`src/rtl/core_bus_arbiter_if.sv`:
```
// ---------------------------------------------------------------------------
// core_bus_arbiter_if
// Bundles the core-side channel buses and the controller-side memory port
// shared by core_bus_arbiter.
//   ch_read/ch_write        per-channel request levels, held until ch_response
//   ch_address/write_data   channel i packed at [i*BUS_WIDTH +: BUS_WIDTH]
//   ch_read_data            per-channel registered read data
//   ch_response             one-cycle completion pulse per channel
//   mem_read/mem_write      request to the memory controller
//   mem_address/write_data  registered request payload
//   mem_read_data           controller read data, valid with mem_response
//   mem_response            controller completion pulse
// Modports: slave is the arbiter's view, master is the surrounding system.
// ---------------------------------------------------------------------------
interface core_bus_arbiter_if #(
    parameter int unsigned NUM_PORTS = 2,
    parameter int unsigned BUS_WIDTH = 32
);
    logic [NUM_PORTS-1:0]           ch_read;
    logic [NUM_PORTS-1:0]           ch_write;
    logic [NUM_PORTS*BUS_WIDTH-1:0] ch_address;
    logic [NUM_PORTS*BUS_WIDTH-1:0] ch_write_data;
    logic [NUM_PORTS*BUS_WIDTH-1:0] ch_read_data;
    logic [NUM_PORTS-1:0]           ch_response;
    logic                           mem_read;
    logic                           mem_write;
    logic [BUS_WIDTH-1:0]           mem_address;
    logic [BUS_WIDTH-1:0]           mem_write_data;
    logic [BUS_WIDTH-1:0]           mem_read_data;
    logic                           mem_response;

    modport slave (
        input  ch_read, ch_write, ch_address, ch_write_data, mem_read_data, mem_response,
        output ch_read_data, ch_response, mem_read, mem_write, mem_address, mem_write_data
    );

    modport master (
        output ch_read, ch_write, ch_address, ch_write_data, mem_read_data, mem_response,
        input  ch_read_data, ch_response, mem_read, mem_write, mem_address, mem_write_data
    );
endinterface

```
`src/rtl/core_bus_arbiter.sv`:
```
// ---------------------------------------------------------------------------
// core_bus_arbiter
// Shares one memory-controller port among NUM_PORTS core-side channels with
// round-robin arbitration, per-channel read-data holding and a watchdog that
// aborts stalled transactions and records the first offending channel.
// Ports:
//   i_clk             system clock
//   i_rst_n           asynchronous active-low reset
//   io_bus            channel and memory buses (slave modport)
//   o_grant           one-hot owner of the current transaction, 0 when idle
//   o_busy            high while a transaction is in BUSY or DONE
//   o_timeout_error   sticky watchdog flag, cleared only by reset
//   o_error_channel   channel of the first timeout
// ---------------------------------------------------------------------------
module core_bus_arbiter #(
    parameter int unsigned NUM_PORTS      = 2,
    parameter int unsigned BUS_WIDTH      = 32,
    parameter int unsigned TIMEOUT_CYCLES = 1024,
    localparam int unsigned IDX_W         = (NUM_PORTS > 1) ? $clog2(NUM_PORTS) : 1
) (
    input  logic                    i_clk,
    input  logic                    i_rst_n,
    core_bus_arbiter_if.slave       io_bus,
    output logic [NUM_PORTS-1:0]    o_grant,
    output logic                    o_busy,
    output logic                    o_timeout_error,
    output logic [IDX_W-1:0]        o_error_channel
);
    localparam logic [1:0]  ST_IDLE   = 2'd0;
    localparam logic [1:0]  ST_BUSY   = 2'd1;
    localparam logic [1:0]  ST_DONE   = 2'd2;
    localparam bit          WDOG_EN   = (TIMEOUT_CYCLES != 0);
    localparam logic [31:0] WDOG_LAST = 32'(TIMEOUT_CYCLES - 1);

    logic [1:0]                     r_state;
    logic [IDX_W-1:0]               r_last_grant;
    logic [NUM_PORTS-1:0]           r_grant;
    logic [IDX_W-1:0]               r_gidx;
    logic                           r_is_write;
    logic                           r_mem_read;
    logic                           r_mem_write;
    logic [BUS_WIDTH-1:0]           r_mem_address;
    logic [BUS_WIDTH-1:0]           r_mem_write_data;
    logic [NUM_PORTS*BUS_WIDTH-1:0] r_ch_read_data;
    logic [NUM_PORTS-1:0]           r_ch_response;
    logic [31:0]                    r_wdog;
    logic                           r_timeout_error;
    logic [IDX_W-1:0]               r_error_channel;

    logic [NUM_PORTS-1:0]           w_req;
    logic [NUM_PORTS-1:0]           w_sel_onehot;
    logic [IDX_W-1:0]               w_sel_idx;
    logic                           w_sel_found;
    logic [BUS_WIDTH-1:0]           w_sel_addr;
    logic [BUS_WIDTH-1:0]           w_sel_wdata;
    logic                           w_sel_write;
    logic                           w_timeout;

    assign w_req = io_bus.ch_read | io_bus.ch_write;

    // Scan starts one past the previous owner so every requester is served in turn.
    always_comb begin
        w_sel_onehot = '0;
        w_sel_idx    = '0;
        w_sel_found  = 1'b0;
        for (int unsigned k = 1; k <= NUM_PORTS; k++) begin
            int unsigned scan;
            scan = (32'(r_last_grant) + k) % NUM_PORTS;
            if (!w_sel_found && w_req[scan[IDX_W-1:0]]) begin
                w_sel_found                    = 1'b1;
                w_sel_idx                      = scan[IDX_W-1:0];
                w_sel_onehot[scan[IDX_W-1:0]]  = 1'b1;
            end
        end
    end

    always_comb begin
        w_sel_addr  = '0;
        w_sel_wdata = '0;
        for (int i = 0; i < NUM_PORTS; i++) begin
            if (w_sel_onehot[i]) begin
                w_sel_addr  = io_bus.ch_address[i*BUS_WIDTH +: BUS_WIDTH];
                w_sel_wdata = io_bus.ch_write_data[i*BUS_WIDTH +: BUS_WIDTH];
            end
        end
    end

    // A channel raising both read and write is treated as a write.
    assign w_sel_write = |(w_sel_onehot & io_bus.ch_write);
    assign w_timeout   = WDOG_EN && (r_wdog == WDOG_LAST);

    always_ff @(posedge i_clk or negedge i_rst_n) begin
        if (!i_rst_n) begin
            r_state          <= ST_IDLE;
            r_last_grant     <= IDX_W'(NUM_PORTS - 1);
            r_grant          <= '0;
            r_gidx           <= '0;
            r_is_write       <= 1'b0;
            r_mem_read       <= 1'b0;
            r_mem_write      <= 1'b0;
            r_mem_address    <= '0;
            r_mem_write_data <= '0;
            r_ch_read_data   <= '0;
            r_ch_response    <= '0;
            r_wdog           <= '0;
            r_timeout_error  <= 1'b0;
            r_error_channel  <= '0;
        end else begin
            r_ch_response <= '0;
            case (r_state)
                ST_IDLE: begin
                    if (w_sel_found) begin
                        r_grant          <= w_sel_onehot;
                        r_gidx           <= w_sel_idx;
                        r_is_write       <= w_sel_write;
                        r_mem_read       <= !w_sel_write;
                        r_mem_write      <= w_sel_write;
                        r_mem_address    <= w_sel_addr;
                        r_mem_write_data <= w_sel_wdata;
                        r_wdog           <= '0;
                        r_state          <= ST_BUSY;
                    end
                end
                ST_BUSY: begin
                    // A response arriving on the timeout cycle still counts as a completion.
                    if (io_bus.mem_response || w_timeout) begin
                        r_mem_read    <= 1'b0;
                        r_mem_write   <= 1'b0;
                        r_ch_response <= r_grant;
                        r_last_grant  <= r_gidx;
                        r_wdog        <= '0;
                        r_state       <= ST_DONE;
                        if (!r_is_write) begin
                            for (int i = 0; i < NUM_PORTS; i++) begin
                                if (r_grant[i]) begin
                                    r_ch_read_data[i*BUS_WIDTH +: BUS_WIDTH] <=
                                        io_bus.mem_response ? io_bus.mem_read_data : '1;
                                end
                            end
                        end
                        if (!io_bus.mem_response && !r_timeout_error) begin
                            r_timeout_error <= 1'b1;
                            r_error_channel <= r_gidx;
                        end
                    end else begin
                        r_wdog <= r_wdog + 32'd1;
                    end
                end
                ST_DONE: begin
                    // Single gap cycle lets the finished requester drop its request.
                    r_grant <= '0;
                    r_state <= ST_IDLE;
                end
                default: r_state <= ST_IDLE;
            endcase
        end
    end

    assign io_bus.mem_read       = r_mem_read;
    assign io_bus.mem_write      = r_mem_write;
    assign io_bus.mem_address    = r_mem_address;
    assign io_bus.mem_write_data = r_mem_write_data;
    assign io_bus.ch_read_data   = r_ch_read_data;
    assign io_bus.ch_response    = r_ch_response;
    assign o_grant               = r_grant;
    assign o_busy                = (r_state != ST_IDLE);
    assign o_timeout_error       = r_timeout_error;
    assign o_error_channel       = r_error_channel;
endmodule

```
`src/flat_wrapper.sv`:
```
// flat-port wrapper written by rule: the top's interface ports become plain ports
module core_bus_arbiter_flat 
#(
    parameter int unsigned NUM_PORTS      = 2,
    parameter int unsigned BUS_WIDTH      = 32,
    parameter int unsigned TIMEOUT_CYCLES = 1024,
    localparam int unsigned IDX_W         = (NUM_PORTS > 1) ? $clog2(NUM_PORTS) : 1
)
  (i_clk, i_rst_n, o_grant, o_busy, o_timeout_error, o_error_channel, io_bus_ch_read, io_bus_ch_write, io_bus_ch_address, io_bus_ch_write_data, io_bus_mem_read_data, io_bus_mem_response, io_bus_ch_read_data, io_bus_ch_response, io_bus_mem_read, io_bus_mem_write, io_bus_mem_address, io_bus_mem_write_data);
  core_bus_arbiter_if #(.NUM_PORTS(NUM_PORTS), .BUS_WIDTH(BUS_WIDTH)) io_bus_i ();
  input  logic i_clk;
  input  logic i_rst_n;
  output logic [NUM_PORTS-1:0] o_grant;
  output logic o_busy;
  output logic o_timeout_error;
  output logic [IDX_W-1:0] o_error_channel;
  input wire logic [$bits(io_bus_i.ch_read)-1:0] io_bus_ch_read;
  input wire logic [$bits(io_bus_i.ch_write)-1:0] io_bus_ch_write;
  input wire logic [$bits(io_bus_i.ch_address)-1:0] io_bus_ch_address;
  input wire logic [$bits(io_bus_i.ch_write_data)-1:0] io_bus_ch_write_data;
  input wire logic [$bits(io_bus_i.mem_read_data)-1:0] io_bus_mem_read_data;
  input wire logic [$bits(io_bus_i.mem_response)-1:0] io_bus_mem_response;
  output wire logic [$bits(io_bus_i.ch_read_data)-1:0] io_bus_ch_read_data;
  output wire logic [$bits(io_bus_i.ch_response)-1:0] io_bus_ch_response;
  output wire logic [$bits(io_bus_i.mem_read)-1:0] io_bus_mem_read;
  output wire logic [$bits(io_bus_i.mem_write)-1:0] io_bus_mem_write;
  output wire logic [$bits(io_bus_i.mem_address)-1:0] io_bus_mem_address;
  output wire logic [$bits(io_bus_i.mem_write_data)-1:0] io_bus_mem_write_data;
  assign io_bus_i.ch_read = io_bus_ch_read;
  assign io_bus_i.ch_write = io_bus_ch_write;
  assign io_bus_i.ch_address = io_bus_ch_address;
  assign io_bus_i.ch_write_data = io_bus_ch_write_data;
  assign io_bus_i.mem_read_data = io_bus_mem_read_data;
  assign io_bus_i.mem_response = io_bus_mem_response;
  assign io_bus_ch_read_data = io_bus_i.ch_read_data;
  assign io_bus_ch_response = io_bus_i.ch_response;
  assign io_bus_mem_read = io_bus_i.mem_read;
  assign io_bus_mem_write = io_bus_i.mem_write;
  assign io_bus_mem_address = io_bus_i.mem_address;
  assign io_bus_mem_write_data = io_bus_i.mem_write_data;
  core_bus_arbiter #(.NUM_PORTS(NUM_PORTS), .BUS_WIDTH(BUS_WIDTH), .TIMEOUT_CYCLES(TIMEOUT_CYCLES)) u_core (.i_clk(i_clk), .i_rst_n(i_rst_n), .io_bus(io_bus_i), .o_grant(o_grant), .o_busy(o_busy), .o_timeout_error(o_timeout_error), .o_error_channel(o_error_channel));
endmodule
```
`config.mk`:
```
export PLATFORM = sky130hd
export DESIGN_NAME = core_bus_arbiter_flat
export DESIGN_NICKNAME = d
export VERILOG_FILES = /design/src/rtl/core_bus_arbiter_if.sv /design/src/rtl/core_bus_arbiter.sv /design/src/flat_wrapper.sv
export SDC_FILE = /design/constraint.sdc
export NUM_CORES = 1
export LEC_CHECK = 0
export BUFFER_PORTS_ARGS = -buffer_cell sky130_fd_sc_hd__buf_2
export CAP_MARGIN = 0
export CORE_UTILIZATION = 50
export CTS_CLUSTER_SIZE = 8
export DETAILED_ROUTE_END_ITERATION = 12
export GPL_TIMING_DRIVEN = 0
export PLACE_DENSITY = 0.83
export SKIP_LAST_GASP = 1
export SLEW_MARGIN = 15
export SYNTH_ARGS = -nofsm -noshare
export SYNTH_HDL_FRONTEND = slang
export SYNTH_SLANG_ARGS = --single-unit
```
`constraint.sdc`:
```
create_clock -name i_clk -period 5.57 [get_ports i_clk]
set_input_delay 1.671 -clock i_clk [delete_from_list [all_inputs] [get_ports i_clk]]
set_output_delay 1.671 -clock i_clk [all_outputs]
set_load 0.02 [all_outputs]
```
==> After elaboration in Yosys (flattened, before gate mapping) <==
Cells that the tools add are included.
{ "totals": {"reg_bits": 173, "wordCells": 88, "input_bits": 167, "output_inout_bits": 137} }
{ "classes": {"n_eq_ne": 5, "bitwise_logic": 4, "add_sub_neg": 3, "n_lt_le_gt_ge": 4, "n_mux": 34, "n_reduce_logical": 23} }
{ "ops": {"columns": ["cell", "count"], "rows": [
  ["$mux W32", 7],
  ["$pmux W32 S2", 1],
  ["$add A32 B1 Y32 const B", 1],
  ["$eq A32 B10 Y1 const B", 1],
  ["$mux W2", 7],
  ["$mux W1", 13],
  ["$reduce_and A2 Y1", 5],
  ["$pmux W2 S2", 2],
  ["$reduce_and A4 Y1", 2],
  ["$reduce_and A3 Y1", 2],
  ["$reduce_bool A2 Y1", 3],
  ["$logic_and A1 B1 Y1", 4],
  ["$logic_not A1 Y1", 4],
  ["$lt A1 B2 Y1 const B", 2],
  ["$ne A2 B1 Y1 const B", 2],
  ["$or A2 B2 Y2", 2],
  ["$pmux W1 S2", 2],
  ["$add A1 B1 Y1 const B", 2],
  ["$and A2 B2 Y2", 1],
  ["$demux W1 S1", 2],
  ["$eq A2 B1 Y1 const B", 1],
  ["$eq A2 B2 Y1 const B", 1],
  ["$ge A1 B1 Y1 const B", 2],
  ["$logic_not A2 Y1", 1],
  ["other kinds (3)", 3]
]} }

==> Depth between registers and ports, before layout <==
{ "logic_depth": {"depth_word": 13, "mapped_depth": 9, "ltp_nobuf": 6} }

==> Least setup slack after synthesis <==
No wires, ideal clock.
{ "synth_path": {"path_kind": "input -> register", "start": "in io_bus_ch_write[1]", "end": "reg u_core.r_mem_address[22], in the netlist u_core.io_bus.mem_address[22]", "n_path_buf": 2, "cell_stages": 6, "setup_slack_ns": 2.501, "required_time_ns": 5.443, "arrival_time_ns": 2.942, "setup_ns": 0.127, "path_cell_list": "o41ai_1 buf_2 nor2_1 clkbuf_1 a222oi_1 inv_1"} }
{ "synth_via": {"elab_chain_len": 9, "word_cells_on_any_way": 15, "cone_classes": "10 x mux; 2 x bitwise; 3 x reduce/logical"} }
{ "synth_rtl": {"columns": ["element", "line", "rtl"], "rows": [
  ["start, declared", "flat_wrapper.sv:18", "input wire logic [$bits(io_bus_i.ch_write)-1:0] io_bus_ch_write;"],
  ["$or A2 B2 Y2 (*)", "core_bus_arbiter.sv:59", "assign w_req = io_bus.ch_read | io_bus.ch_write;"],
  ["$mux W1 (implied by the code) (2 in a row)", "core_bus_arbiter.sv:69", "if (!w_sel_found && w_req[scan[IDX_W-1:0]]) begin"],
  ["$mux W1", "core_bus_arbiter.sv:69", null],
  ["$logic_not A1 Y1", "core_bus_arbiter.sv:69", null],
  ["$logic_and A1 B1 Y1", "core_bus_arbiter.sv:69", null],
  ["$mux W2", "core_bus_arbiter.sv:69", null],
  ["$mux W32 (2 in a row)", "core_bus_arbiter.sv:81", "if (w_sel_onehot[i]) begin"],
  ["end signal, assigned", "core_bus_arbiter.sv:118", "r_mem_address <= w_sel_addr;"],
  ["end, declared", "core_bus_arbiter.sv:42", "logic [BUS_WIDTH-1:0] r_mem_address;"]
]} }
Every way passes the cells marked *; elsewhere a longest branch is shown, timed or not. The select of a mux whose other input is x is not followed.
A chain may end at the register's enable or synchronous reset.

==> Worst setup path in the final report <==
{ "layout_path": {"start": "in io_bus_ch_write[1]", "end": "reg u_core.r_mem_address[12], in the netlist u_core.io_bus.mem_address[12]"} }
The elaborated chain is that of the path after synthesis.

==> flow_metrics.py <==
metrics = {
    "final_layout": {
        "syn2layout_area_growth_pct": 32.9,
        "seq_area_sq_mm": 0.00433,
        "fill_cells": 1034,
        "multi_input_area_sq_mm": 0.00250,
        "layout-drive-gt1-share": 0.382,
        "num-nets-final": 1122,
    },
    "die": {
        "ios": 304,
        "initial_core_util": 0.521,
        "chipWidth_microns": 123,
        "dieArea_sq_mm": 0.0152,
        "die-height_microns": 123,
        "coreArea_sq_mm": 0.0141,
        "rows": 43,
    },
    "synthesis": {
        "ys_warn_count": 0,
        "synthTopCellsByArea": "dfrtp_1, a222oi_1, o22a_1, inv_1, o21ai_0",
        "yosysSeqAreaShare": 0.589,
        "ys_ff_latch": 173,
        "yosys.area.top_type": "dfrtp_1",
        "synth_top_area_frac": 0.586,
        "yosys.cell_types.count": 53,
        "syn_area_sq_mm": 0.00735,
        "syn_nets": 799,
        "synth-edff-count": 0,
        "syn_avg_cell_area_sq_um": 11.6,
        "netlist_top_cells_count": "dfrtp_1, inv_1, o22a_1",
        "syn_inst": 631,
        "synth_most_common_cell": "dfrtp_1",
        "ys.flop_type": "dfrtp_1",
        "synth-async-reset-ratio": 1.00,
    },
    "setup_path": {
        "crit_type": "primary input to flop",
        "crit_start": "io_bus_ch_write[1]",
        "cp_cell_sequence": "buf_2 -> o41ai_1 -> buf_2 -> nor2_1 -> clkbuf_1 -> a222oi_1 -> inv_1",
        "start_kind": "primary input",
        "cp_common_cell": "buf_2",
        "worstPathRequired_ns": 5.88,
        "crit_arrival_ns": 3.58,
        "endpoint_kind": "flop",
        "cp_max_fo": 10,
        "critPathSlowestCell": "o41ai_1",
        "rr_startpoint": "u_core.r_state[0]$_DFFE_PN0P_",
        "cp_slowest_stage_delay_ns": 0.45,
    },
    "timing": {
        "worst_slew_pin_slew_ns": 0.947,
        "whs_ns": 0.478,
        "finClkSkew_ns": 0.00908,
        "slew_headroom": 0.364,
        "fmax_ghz": 0.306,
        "rsz0062_at_grt": "no",
        "hold_violations": 0,
        "fin_tns_setup_ns": 0,
        "finalCriticalPeriod_ns": 3.27,
        "setup_violations": 0,
        "drv_slew": 0,
        "period_share": 0.587,
    },
    "cts": {
        "cts.sinks": 173,
        "tritoncts": "yes",
        "clkTransAtPathRegs_ns": 0.07,
        "cts_root_buf": "clkbuf_16",
        "ctsResizeCount": 0,
        "htree_levels": 4,
        "cts_setup_buffers": 0,
        "insertion_delay_ns": 0.43,
        "cts_buffer_depth": 2,
        "numCtsBuffers": 17,
        "postCtsHoldBufs": 0,
    },
    "flow_run": {
        "maxCapViolCount": 0,
    },
    "status": {
        "status": "completed",
    },
    "detailed_routing": {
        "vias_per_cell": 5.94,
        "totalWireLength_mm": 22.1,
        "vias": 6817,
        "drt_iter0_markers": 681,
        "dr.pass1.iters": 13,
        "post_drt_wl_per_cell_microns": 19.3,
        "remaining_drc_errors": 0,
        "antenna_left": 0,
    },
    "min_path": {
        "hold_path.class": "flop to flop",
        "hold_start": "u_core.io_bus.mem_write$_DFFE_PN0P_",
    },
    "placement": {
        "dpl.hpwl_mm": 16.2,
        "portBuffers": 303,
        "gp_congestion": 0.865,
    },
    "global_routing": {
        "grt_pass1_vias": 6427,
        "grt_max_degree": 96,
        "grt_use_total": 0.301,
        "grt.overflow.total": 0,
        "antenna_found_initial": 1,
        "grt_pass1_wl_mm": 34.1,
    },
    "power_and_ir_drop": {
        "vdd_ir_drop_max_v": 0.000339,
        "power_leakage_uw": 0.00495,
        "power-per-cell-area_mw_per_mm2": 599,
    },
}
[stage by stage]
stage | worst slack [ns] | area (sq um) | utilization | cells | total power (uW)
4_1_cts | 2.31 | 9770 | 0.693 | 1147 | 5850
3_3_place_gp | 0.156 | 9090 | 0.645 | 1114 | 4480
2_1_floorplan | 2.50 | 7350 | - | 631 | 3620
5_1_grt | 2.11 | 9770 | 0.693 | 1148 | 6140
6_report | 2.30 | 9770 | 0.693 | 1148 | 5850
3_5_place_dp | 1.91 | 9130 | 0.648 | 1115 | 4560
[final cells by class]
type                    count  share of cell area
diodes                      1            0.000256
flip-flops and latches    173               0.443
multi-input cells         341               0.256
clock inverters            14              0.0211
clock buffers              18              0.0439
plain buffers              44              0.0254
inverters                  73              0.0281
well taps                 180              0.0231
repair buffers            304               0.159
[where the power goes]
part | switching, uW | internal (uW) | total, uW | leakage (uW)
clock | 516 | 761 | 1280 | 0.000300
combinational | 1590 | 931 | 2520 | 0.00253
sequential | 286 | 1770 | 2050 | 0.00212
[placed cells by master, fill, tap and decap left out, types with 3 or more instances in the layout]
cell          n
o211ai_1      4
nor2b_1       4
nor3_1        7
o22a_1       64
a22oi_1       6
a31oi_1       7
nand4_1      10
a222oi_1     62
nand3_1      12
inv_6         4
mux2i_1       3
and3_1        7
nand2_1      29
bufinv_16     4
inv_1        73
buf_6         9
buf_2       308
a21oi_1      16
nor4_1        9
nor2_1       15
clkbuf_1     27
or3_1         9
or4_1         4
a21o_1       10
dfrtp_1     172
and4_1        3
o21ai_0      29
clkbuf_16    17
clkinvlp_4    3
[metal layers]
layer | track usage | wire (microns) | up-vias
met4 | 0.142 | 923 | 0
met3 | 0.0761 | 1700 | 63
li1 | - | - | 3060
met2 | 0.510 | 11400 | 325
met5 | 0 | 0 | -
met1 | 0.357 | 8150 | 3369
[state kept, by name (all words and copies together) (netlist names), 2 cells and up]
name                          cells
u_core.r_wdog                    32
u_core.io_bus.ch_read_data       64
u_core.io_bus.mem_write_data     32
u_core.io_bus.ch_response         2
u_core.o_grant                    2
u_core.r_state                    2
u_core.io_bus.mem_address        32
[critical path: cells and delay by family]
| kind | cells | cell delay [ns] |
|---|---|---|
| simple gates | 1 | 0.24 |
| buf+inv | 4 | 0.82 |
| compound gates | 2 | 0.85 |
[kinds of logic after synthesis]
logic type                 synth area share
adders and majority gates           0.00170
muxes                               0.00715
DFF                                   0.589
AOI/OAI and AO/OA                     0.233
buffers and inverters                0.0710
and+or+nand+nor                      0.0979
[final timing paths]
check                                                        endpoint  slack (ns)  depth (start not counted)
setup reg to reg            u_core.io_bus.mem_address[12]$_DFFE_PN0P_        3.08                          7
hold reg to reg                   u_core.io_bus.mem_write$_DFFE_PN0P_        0.48                          1
min in group asynchronous  u_core.io_bus.ch_read_data[33]$_DFFE_PN0P_        1.20                          1
setup / recovery            u_core.io_bus.mem_address[12]$_DFFE_PN0P_        2.30                          7
hold / removal                    u_core.io_bus.mem_write$_DFFE_PN0P_        0.48                          1
max in group asynchronous             u_core.r_last_grant$_DFFE_PN1P_        3.49                          2
(Power assumes the default switching activity.)
